File: config.mk
export PLATFORM = sky130hd
export DESIGN_NAME = microwave_ctrl
export DESIGN_NICKNAME = d
export VERILOG_FILES = /design/src/rtl/microwave_ctrl.sv
export SDC_FILE = /design/constraint.sdc
export NUM_CORES = 1
export LEC_CHECK = 0
export BUFFER_PORTS_ARGS = -buffer_cell sky130_fd_sc_hd__buf_4
export CAP_MARGIN = 40
export CORE_MARGIN = 2
export CORE_UTILIZATION = 50
export DETAILED_ROUTE_END_ITERATION = 8
export GPL_ROUTABILITY_DRIVEN = 0
export PLACE_DENSITY = 0.83
export SYNTH_ARGS = -nofsm -noshare
export SYNTH_HDL_FRONTEND = slang
export SYNTH_SLANG_ARGS = --single-unit
File: constraint.sdc
create_clock -name clk -period 2.2 [get_ports clk]
set_clock_uncertainty 0.15 [all_clocks]
set_input_delay 0 -clock clk [delete_from_list [all_inputs] [get_ports clk]]
set_output_delay 0 -clock clk [all_outputs]
set_load 0.01 [all_outputs]
File: src/rtl/microwave_ctrl.sv
// Microwave cook controller.
// Collects keypad digits into a BCD MM:SS cook time, counts it down on the
// 1 Hz tick while cooking, drives the magnetron and the done alarm, and
// locks the keypad encoder out (enablen) during COOK and DONE.
// Ports:
//   clk, clear          clock and asynchronous active-high reset
//   D, loadn            keypad BCD digit and active-low key-valid strobe
//   pgt_1hz             1 Hz tick, synchronous to clk
//   start, stop         buttons (level, active-high)
//   door_closed         1 = door closed
//   enablen             keypad enable to encoder (active-low)
//   magnetron_on, done  cook and alarm outputs
//   min_tens..sec_ones  BCD display digits
//   state               encoded FSM state (IDLE=0 .. DONE=4)
module microwave_ctrl #(
    parameter int unsigned DONE_HOLD_TICKS = 3
) (
    input  logic       clk,
    input  logic       clear,
    input  logic [3:0] D,
    input  logic       loadn,
    input  logic       pgt_1hz,
    input  logic       start,
    input  logic       stop,
    input  logic       door_closed,
    output logic       enablen,
    output logic       magnetron_on,
    output logic       done,
    output logic [3:0] min_tens,
    output logic [3:0] min_ones,
    output logic [3:0] sec_tens,
    output logic [3:0] sec_ones,
    output logic [2:0] state
);

    localparam int unsigned TIME_W = 16;
    localparam int unsigned CNT_W  = 4;

    typedef enum logic [2:0] {
        ST_IDLE  = 3'd0,
        ST_SETUP = 3'd1,
        ST_COOK  = 3'd2,
        ST_PAUSE = 3'd3,
        ST_DONE  = 3'd4
    } state_t;

    state_t              state_q, state_d;
    logic [TIME_W-1:0]   time_q, time_d;
    logic [CNT_W-1:0]    cnt_q, cnt_d;
    logic                loadn_q, pgt_q;
    logic                mag_q, done_q, en_q;

    logic                key_evt, key_ok, tick, time_zero;
    logic [TIME_W-1:0]   time_shift, time_dec;
    logic [CNT_W-1:0]    cnt_inc;

    // Edge detection against registered copies of the strobes
    assign key_evt   = loadn_q & ~loadn;
    assign key_ok    = key_evt && (D <= 4'd9);
    assign tick      = ~pgt_q & pgt_1hz;
    assign time_zero = (time_q == '0);
    assign time_shift = {time_q[11:0], D};
    assign cnt_inc   = cnt_q + CNT_W'(1);

    // One-step BCD countdown; seconds above 59 count down as entered
    always_comb begin
        time_dec = time_q;
        if (time_q[3:0] != 4'd0) begin
            time_dec[3:0] = time_q[3:0] - 4'd1;
        end else if (time_q[7:4] != 4'd0) begin
            time_dec[3:0] = 4'd9;
            time_dec[7:4] = time_q[7:4] - 4'd1;
        end else if (time_q[11:8] != 4'd0) begin
            time_dec[7:0]  = 8'h59;
            time_dec[11:8] = time_q[11:8] - 4'd1;
        end else begin
            time_dec[7:0]   = 8'h59;
            time_dec[11:8]  = 4'd9;
            time_dec[15:12] = time_q[15:12] - 4'd1;
        end
    end

    // Next-state logic; priority stop > door open > start > key/tick
    always_comb begin
        state_d = state_q;
        time_d  = time_q;
        cnt_d   = cnt_q;
        unique case (state_q)
            ST_IDLE: begin
                if (!stop && key_ok) begin
                    time_d  = time_shift;
                    state_d = ST_SETUP;
                end
            end
            ST_SETUP: begin
                if (stop) begin
                    time_d  = '0;
                    state_d = ST_IDLE;
                end else if (start && door_closed && !time_zero) begin
                    state_d = ST_COOK;
                end else if (key_ok) begin
                    time_d = time_shift;
                end
            end
            ST_COOK: begin
                if (stop || !door_closed) begin
                    state_d = ST_PAUSE;
                end else if (tick) begin
                    time_d = time_dec;
                    if (time_dec == '0) begin
                        cnt_d   = '0;
                        state_d = ST_DONE;
                    end
                end
            end
            ST_PAUSE: begin
                if (stop) begin
                    time_d  = '0;
                    state_d = ST_IDLE;
                end else if (start && door_closed) begin
                    state_d = ST_COOK;
                end
            end
            ST_DONE: begin
                if (stop || !door_closed) begin
                    cnt_d   = '0;
                    state_d = ST_IDLE;
                end else if (tick) begin
                    cnt_d = cnt_inc;
                    if (cnt_inc == CNT_W'(DONE_HOLD_TICKS)) begin
                        cnt_d   = '0;
                        state_d = ST_IDLE;
                    end
                end
            end
            default: begin
                time_d  = '0;
                cnt_d   = '0;
                state_d = ST_IDLE;
            end
        endcase
    end

    // State, datapath and registered outputs (decoded from next state)
    always_ff @(posedge clk or posedge clear) begin
        if (clear) begin
            state_q <= ST_IDLE;
            time_q  <= '0;
            cnt_q   <= '0;
            loadn_q <= 1'b1;
            pgt_q   <= 1'b1;
            mag_q   <= 1'b0;
            done_q  <= 1'b0;
            en_q    <= 1'b0;
        end else begin
            state_q <= state_d;
            time_q  <= time_d;
            cnt_q   <= cnt_d;
            loadn_q <= loadn;
            pgt_q   <= pgt_1hz;
            mag_q   <= (state_d == ST_COOK);
            done_q  <= (state_d == ST_DONE);
            en_q    <= (state_d == ST_COOK) || (state_d == ST_DONE);
        end
    end

    assign state        = state_q;
    assign magnetron_on = mag_q;
    assign done         = done_q;
    assign enablen      = en_q;
    assign min_tens     = time_q[15:12];
    assign min_ones     = time_q[11:8];
    assign sec_tens     = time_q[7:4];
    assign sec_ones     = time_q[3:0];

endmodule

# Word-level counts from Yosys, hierarchy flattened
# Cells that the tools add are included.
[op_classes]
n_addsub = 5
multipliers = 0
div = 0
magnitude_cmp = 1
n_eq_ne = 15
shifts = 0
muxes = 33
bitwise_logic = 6
reduce_logical = 18
[op_table]
columns = ["operator", "count"]
rows = [
  ["16-bit 2-to-1 mux", 7],
  ["16-bit case mux with 5 select lines", 1],
  ["3-bit 2-to-1 mux", 11],
  ["16-bit logical NOT", 2],
  ["4-bit 2-to-1 mux", 8],
  ["12-bit 2-to-1 mux", 2],
  ["8-bit 2-to-1 mux", 2],
  ["4-bit by 1-bit subtractor with 4-bit output (second input constant)", 4],
  ["3-bit case mux with 5 select lines", 1],
  ["4-bit case mux with 3 select lines", 1],
  ["4-bit nonzero test", 3],
  ["2-bit != test (second input constant)", 5],
  ["3-bit by 2-bit equality test with 1-bit output (second input constant)", 3],
  ["3-bit != test (second input constant)", 3],
  ["7-bit AND reduction", 1],
  ["3-bit equality test (second input constant)", 2],
  ["5-bit AND reduction", 1],
  ["4-bit by 1-bit adder with 4-bit output (second input constant)", 1],
  ["4-bit by 2-bit equality test with 1-bit output (second input constant)", 1],
  ["4-bit less-or-equal comparator (second input constant)", 1],
  ["1-bit logical AND", 4],
  ["1-bit inverter", 4],
  ["3-bit by 1-bit equality test with 1-bit output (second input constant)", 1],
  ["1-bit logical NOT", 3],
  ["4 further kinds", 6],
]
[word_totals]
ff_bits = 28
latchBits = 0
ram_bits = 0
rom_bits = 0
in_bits = 11
wordCells = 86
n_memories = 0

# Depth between registers and ports, before layout
[depth]
ltp_word = 11
mapped_depth = 9
ltp_nobuf = 8

# Worst setup path after synthesis
# OpenSTA, ideal clock, no wires.
[synth_path]
path_kind = "reg2reg"
start = "reg time_q[5]"
end = "reg mag_q, in the netlist magnetron_on"
setup_time_ps = 117
t_arrival_ps = 2075
t_required_ps = 1933
setup_slack_ps = -142
stages_incl_launch_ff = 8
path_buffers = 1
cell_sequence = "dfrtp_1 > buf_4 > nor4_4 > a31oi_1 > or3_1 > or4_4 > a21o_1 > and2_4"
[synth_between]
elab_chain_cells = 9
elab_cells_between_ends = 17
[synth_rtl]
columns = ["element", "line_no", "text"]
rows = [
  ["from (decl)", "48", "logic [TIME_W-1:0] time_q, time_d;"],
  ["from (signal assigned)", "157", "time_q <= time_d;"],
  ["4-bit by 1-bit subtractor with 4-bit output or 4-bit nonzero test (tied branches)", "72, 70", ""],
  ["8-bit 2-to-1 mux", "70", "end else if (time_q[7:4] != 4'd0) begin"],
  ["12-bit 2-to-1 mux or 4-bit 2-to-1 mux (tied branches)", "68", "if (time_q[3:0] != 4'd0) begin"],
  ["16-bit logical NOT", "110", "if (time_dec == '0) begin"],
  ["3-bit 2-to-1 mux", "110", ""],
  ["3-bit 2-to-1 mux", "108", "end else if (tick) begin"],
  ["3-bit 2-to-1 mux", "106", "if (stop || !door_closed) begin"],
  ["3-bit case mux with 5 select lines (*)", "88", "unique case (state_q)"],
  ["via state_d[1]", "47", "state_t state_q, state_d;"],
  ["3-bit by 2-bit equality test with 1-bit output (*)", "161", "mag_q <= (state_d == ST_COOK);"],
  ["to (signal assigned)", "161", ""],
  ["to (decl)", "51", "logic mag_q, done_q, en_q;"],
]
# Mark *: on every way through the listed nets, which the timed path passes. The rest lies on a longest branch.
# A chain may end at the register's enable or synchronous reset.

# Worst setup path after layout
[layout_path]
start = "reg time_q[4]"
end = "reg mag_q, in the netlist magnetron_on"
# The elaborated chain is that of the path after synthesis.

==> flow_summary.yaml <==
critical_path:
  cp_slowest_cell: "or4_4"
  cp-end-kind: "flip-flop"
  cp.required_ns: 2.30
  start_kind: "flip-flop"
  path_class: "flip-flop to flip-flop"
  crit_path_max_fanout: 5
  path_cells: "nor4_4 > a31oi_1 > or3_1 > or4_4 > a21o_1 > and2_4"
  critPathTopFamily: "simple AND/OR/NAND/NOR gates"
  crit_buf_inv: 0
  crit_arrival_ns: 2.51
  max_stage_delay_ns: 0.48
global_routing:
  grt_pass1_wl_um: 9142
  globalRouteOverflowTotal: 0
  track_usage: 0.2852
  grt_max_degree: 17
  grt_pass1_vias: 1973
  antenna_found_initial: 0
die:
  dieHeight_um: 63.38
  core_sq_um: 3363
  chipWidth_um: 63.38
  ios: 33
  initial_utilization: 0.5242
  die_area_sq_um: 4017
  fp-row-count: 21
logic_synthesis:
  syn-num-nets: 217
  syn-cell-area_sq_um: 1763
  syn_inst: 202
  synth_ff_type: "dfrtp_1"
  seq_area_frac_synth: 0.3989
  synth-edff-count: 0
  syn_area_per_cell_sq_um: 8.727
  yosys_register_bits: 28
  ys_types: 46
  postSynth.asyncResetShare: 1.000
  yosys_warnings: 0
routing:
  vias: 2118
  wl_per_cell_um: 19.50
  dr.pass1.iters: 6
  route.detailed.drc: 0
  routed_via_density: 6.399
  wl_um: 6453
  antenna_left: 0
  first_iter_violations: 283
run_status:
  violations: "negative setup slack"
  status: "finished with violations"
sta:
  slew_headroom: 0.4947
  fmax_mhz: 414.6
  setup_viol: 24
  final_hold_viol_count: 0
  rsz0062_at_grt: "yes"
  setup_ws_ns: -0.2120
  slew_violations: 0
  whs_ns: 0.03810
  fin_crit_ns: 2.412
  tightest_slew_ns: 0.7561
  period_share: 1.096
cts:
  clk_pin_slew_ns: 0.15
  clk-insertion-delay-late_ns: 0.33
  numCtsBuffers: 3
  cts_buffer_depth: 2
  cts_max_level: 1
  cts_tree: "built"
  cts_sinks: 28
  root_buffer: "clkbuf_4"
finish:
  nFillCells: 189
  multi_input_area_sq_um: 1121
  n_antenna_cell: 0
  fin_nets: 301
  instances_no_fill: 331
  seq_area_sq_um: 708.2
  layout-drive-gt1-share: 0.4281
  area_growth_pct: 54.79
worst_hold_path:
  hp-class: "primary input to flip-flop"
power_and_ir_drop:
  irDropWorstVdd_mv: 1.041
  power.leakage_nw: 1.285
  pwr_density_cell_nw_per_um2: 1508
placement:
  preCtsSetupSlack_ns: -0.1094
  port_buffers: 32
  dpl.cell_count: 308
  dp_hpwl_um: 3572
job:
  drv_cap: 0
[Yosys cell counts, types with 2 or more instances]
library cell / n / area (sq um)
a21oi_1: 8 / 40.04
a21o_1: 2 / 15.01
a31o_2: 2 / 17.52
nor2_1: 11 / 41.29
nand4_1: 2 / 12.51
and3_1: 3 / 18.77
nor4_1: 2 / 12.51
buf_2: 2 / 10.01
dfstp_2: 2 / 52.55
nor2b_1: 3 / 18.77
clkbuf_1: 4 / 15.01
inv_1: 10 / 37.54
nor3_1: 8 / 40.04
nor3b_1: 3 / 22.52
a22o_1: 20 / 175.2
nor4_4: 2 / 42.54
o211ai_1: 2 / 15.01
nor4b_1: 2 / 17.52
dfrtp_1: 26 / 650.6
nand3_1: 6 / 30.03
or3_1: 2 / 12.51
a32o_1: 2 / 20.02
ha_1: 4 / 50.05
and2_1: 3 / 18.77
o21ai_0: 20 / 100.1
nand2_1: 29 / 108.9
o31ai_1: 3 / 22.52
[per-stage QoR]
step,power (mW),area [sq um],setup TNS [ns],util
3_3_place_gp,2.997,2306,-0.2961,0.6856
4_1_cts,3.519,2522,-0.07286,0.7500
5_1_grt,4.319,2729,-3.377,0.8114
2_1_floorplan,2.089,1765,-0.1020,-
3_5_place_dp,3.050,2321,-0.5298,0.6901
6_report,4.115,2729,-1.934,0.8114
[tightest hold or removal path: cells and delay by family]
family | cells | cell delay [ns]
AO/OA/AOI/OAI | 2 | 0.32
buffers and inverters | 2 | 0.18
[layer usage]
metal  global-route usage  vias up  part of all wire
met5                    0        -                 0
li1                     -      920                 -
met1               0.3638     1007              0.39
met4               0.1223        0             0.046
met2               0.4776      142              0.48
met3              0.04643       49             0.088
[final timing paths]
path	slack, ns	start	cells after the start	end
worst max-delay path	-0.21	time_q[4]	6	magnetron_on
worst min-delay path	0.04	start	4	state[0]
worst max register to register	-0.21	time_q[4]	6	magnetron_on
worst min register to register	0.42	cnt_q[2]	1	cnt_q[2]
max in group asynchronous	1.30	clear	4	loadn_q
min in group asynchronous	0.07	clear	3	time_q[13]
[sequential cells by signal (all words and copies together), names as in the netlist]
| register | cells |
|---|---|
| done | 1 |
| enablen | 1 |
| cnt_q | 4 |
| time_q | 16 |
| pgt_q | 1 |
| loadn_q | 1 |
| magnetron_on | 1 |
| state | 3 |
[cell usage in the layout (no fill, tap or decap), drive strengths merged, types with 3 or more instances in the layout]
cell type / n
nor3: 8
and3: 3
a21oi: 8
a22o: 20
inv: 10
nand2: 29
o31ai: 3
nor2: 11
dfrtp: 26
dlygate4sd3: 7
buf: 78
nor4: 4
o21ai: 22
nor3b: 3
nor2b: 3
and2: 4
clkbuf: 6
ha: 4
nand3: 6
[cell families (layout without fill, tap and decap cells)]
| group | after synthesis | in the layout | share of synthesized area |
|---|---|---|---|
| simple gates | 83 | 83 | 0.2576 |
| compound gates | 69 | 69 | 0.2725 |
| flops | 28 | 28 | 0.3989 |
| buf+inv | 18 | 101 | 0.04258 |
| fa+ha+maj | 4 | 4 | 0.02839 |
[where the power goes]
group / switching (mW) / internal (mW) / leakage [nW]
sequential: 0.227 / 0.699 / 0.348
combinational: 1.51 / 1.42 / 0.916
clock: 0.157 / 0.101 / 0.0210
[final cells by class]
cell class / instances / area share
timing repair buffer: 87 / 0.2815
tap: 46 / 0.02109
sequential: 28 / 0.2595
inverter: 10 / 0.01376
multi-input combinational: 156 / 0.4108
clock buffer: 4 / 0.01330
[repair_timing]
action | in CTS | in global routing
hold buffers | 7 | 0
endpoints found under the setup margin | 19 | 24
pin swaps | 5 | 11
gates resized for setup | 7 | 39
buffers inserted | 3 | 6
gates cloned | 1 | 2
endpoints found under the hold margin | 32 | 0
Note: power is estimated with default switching activity, not from simulation.
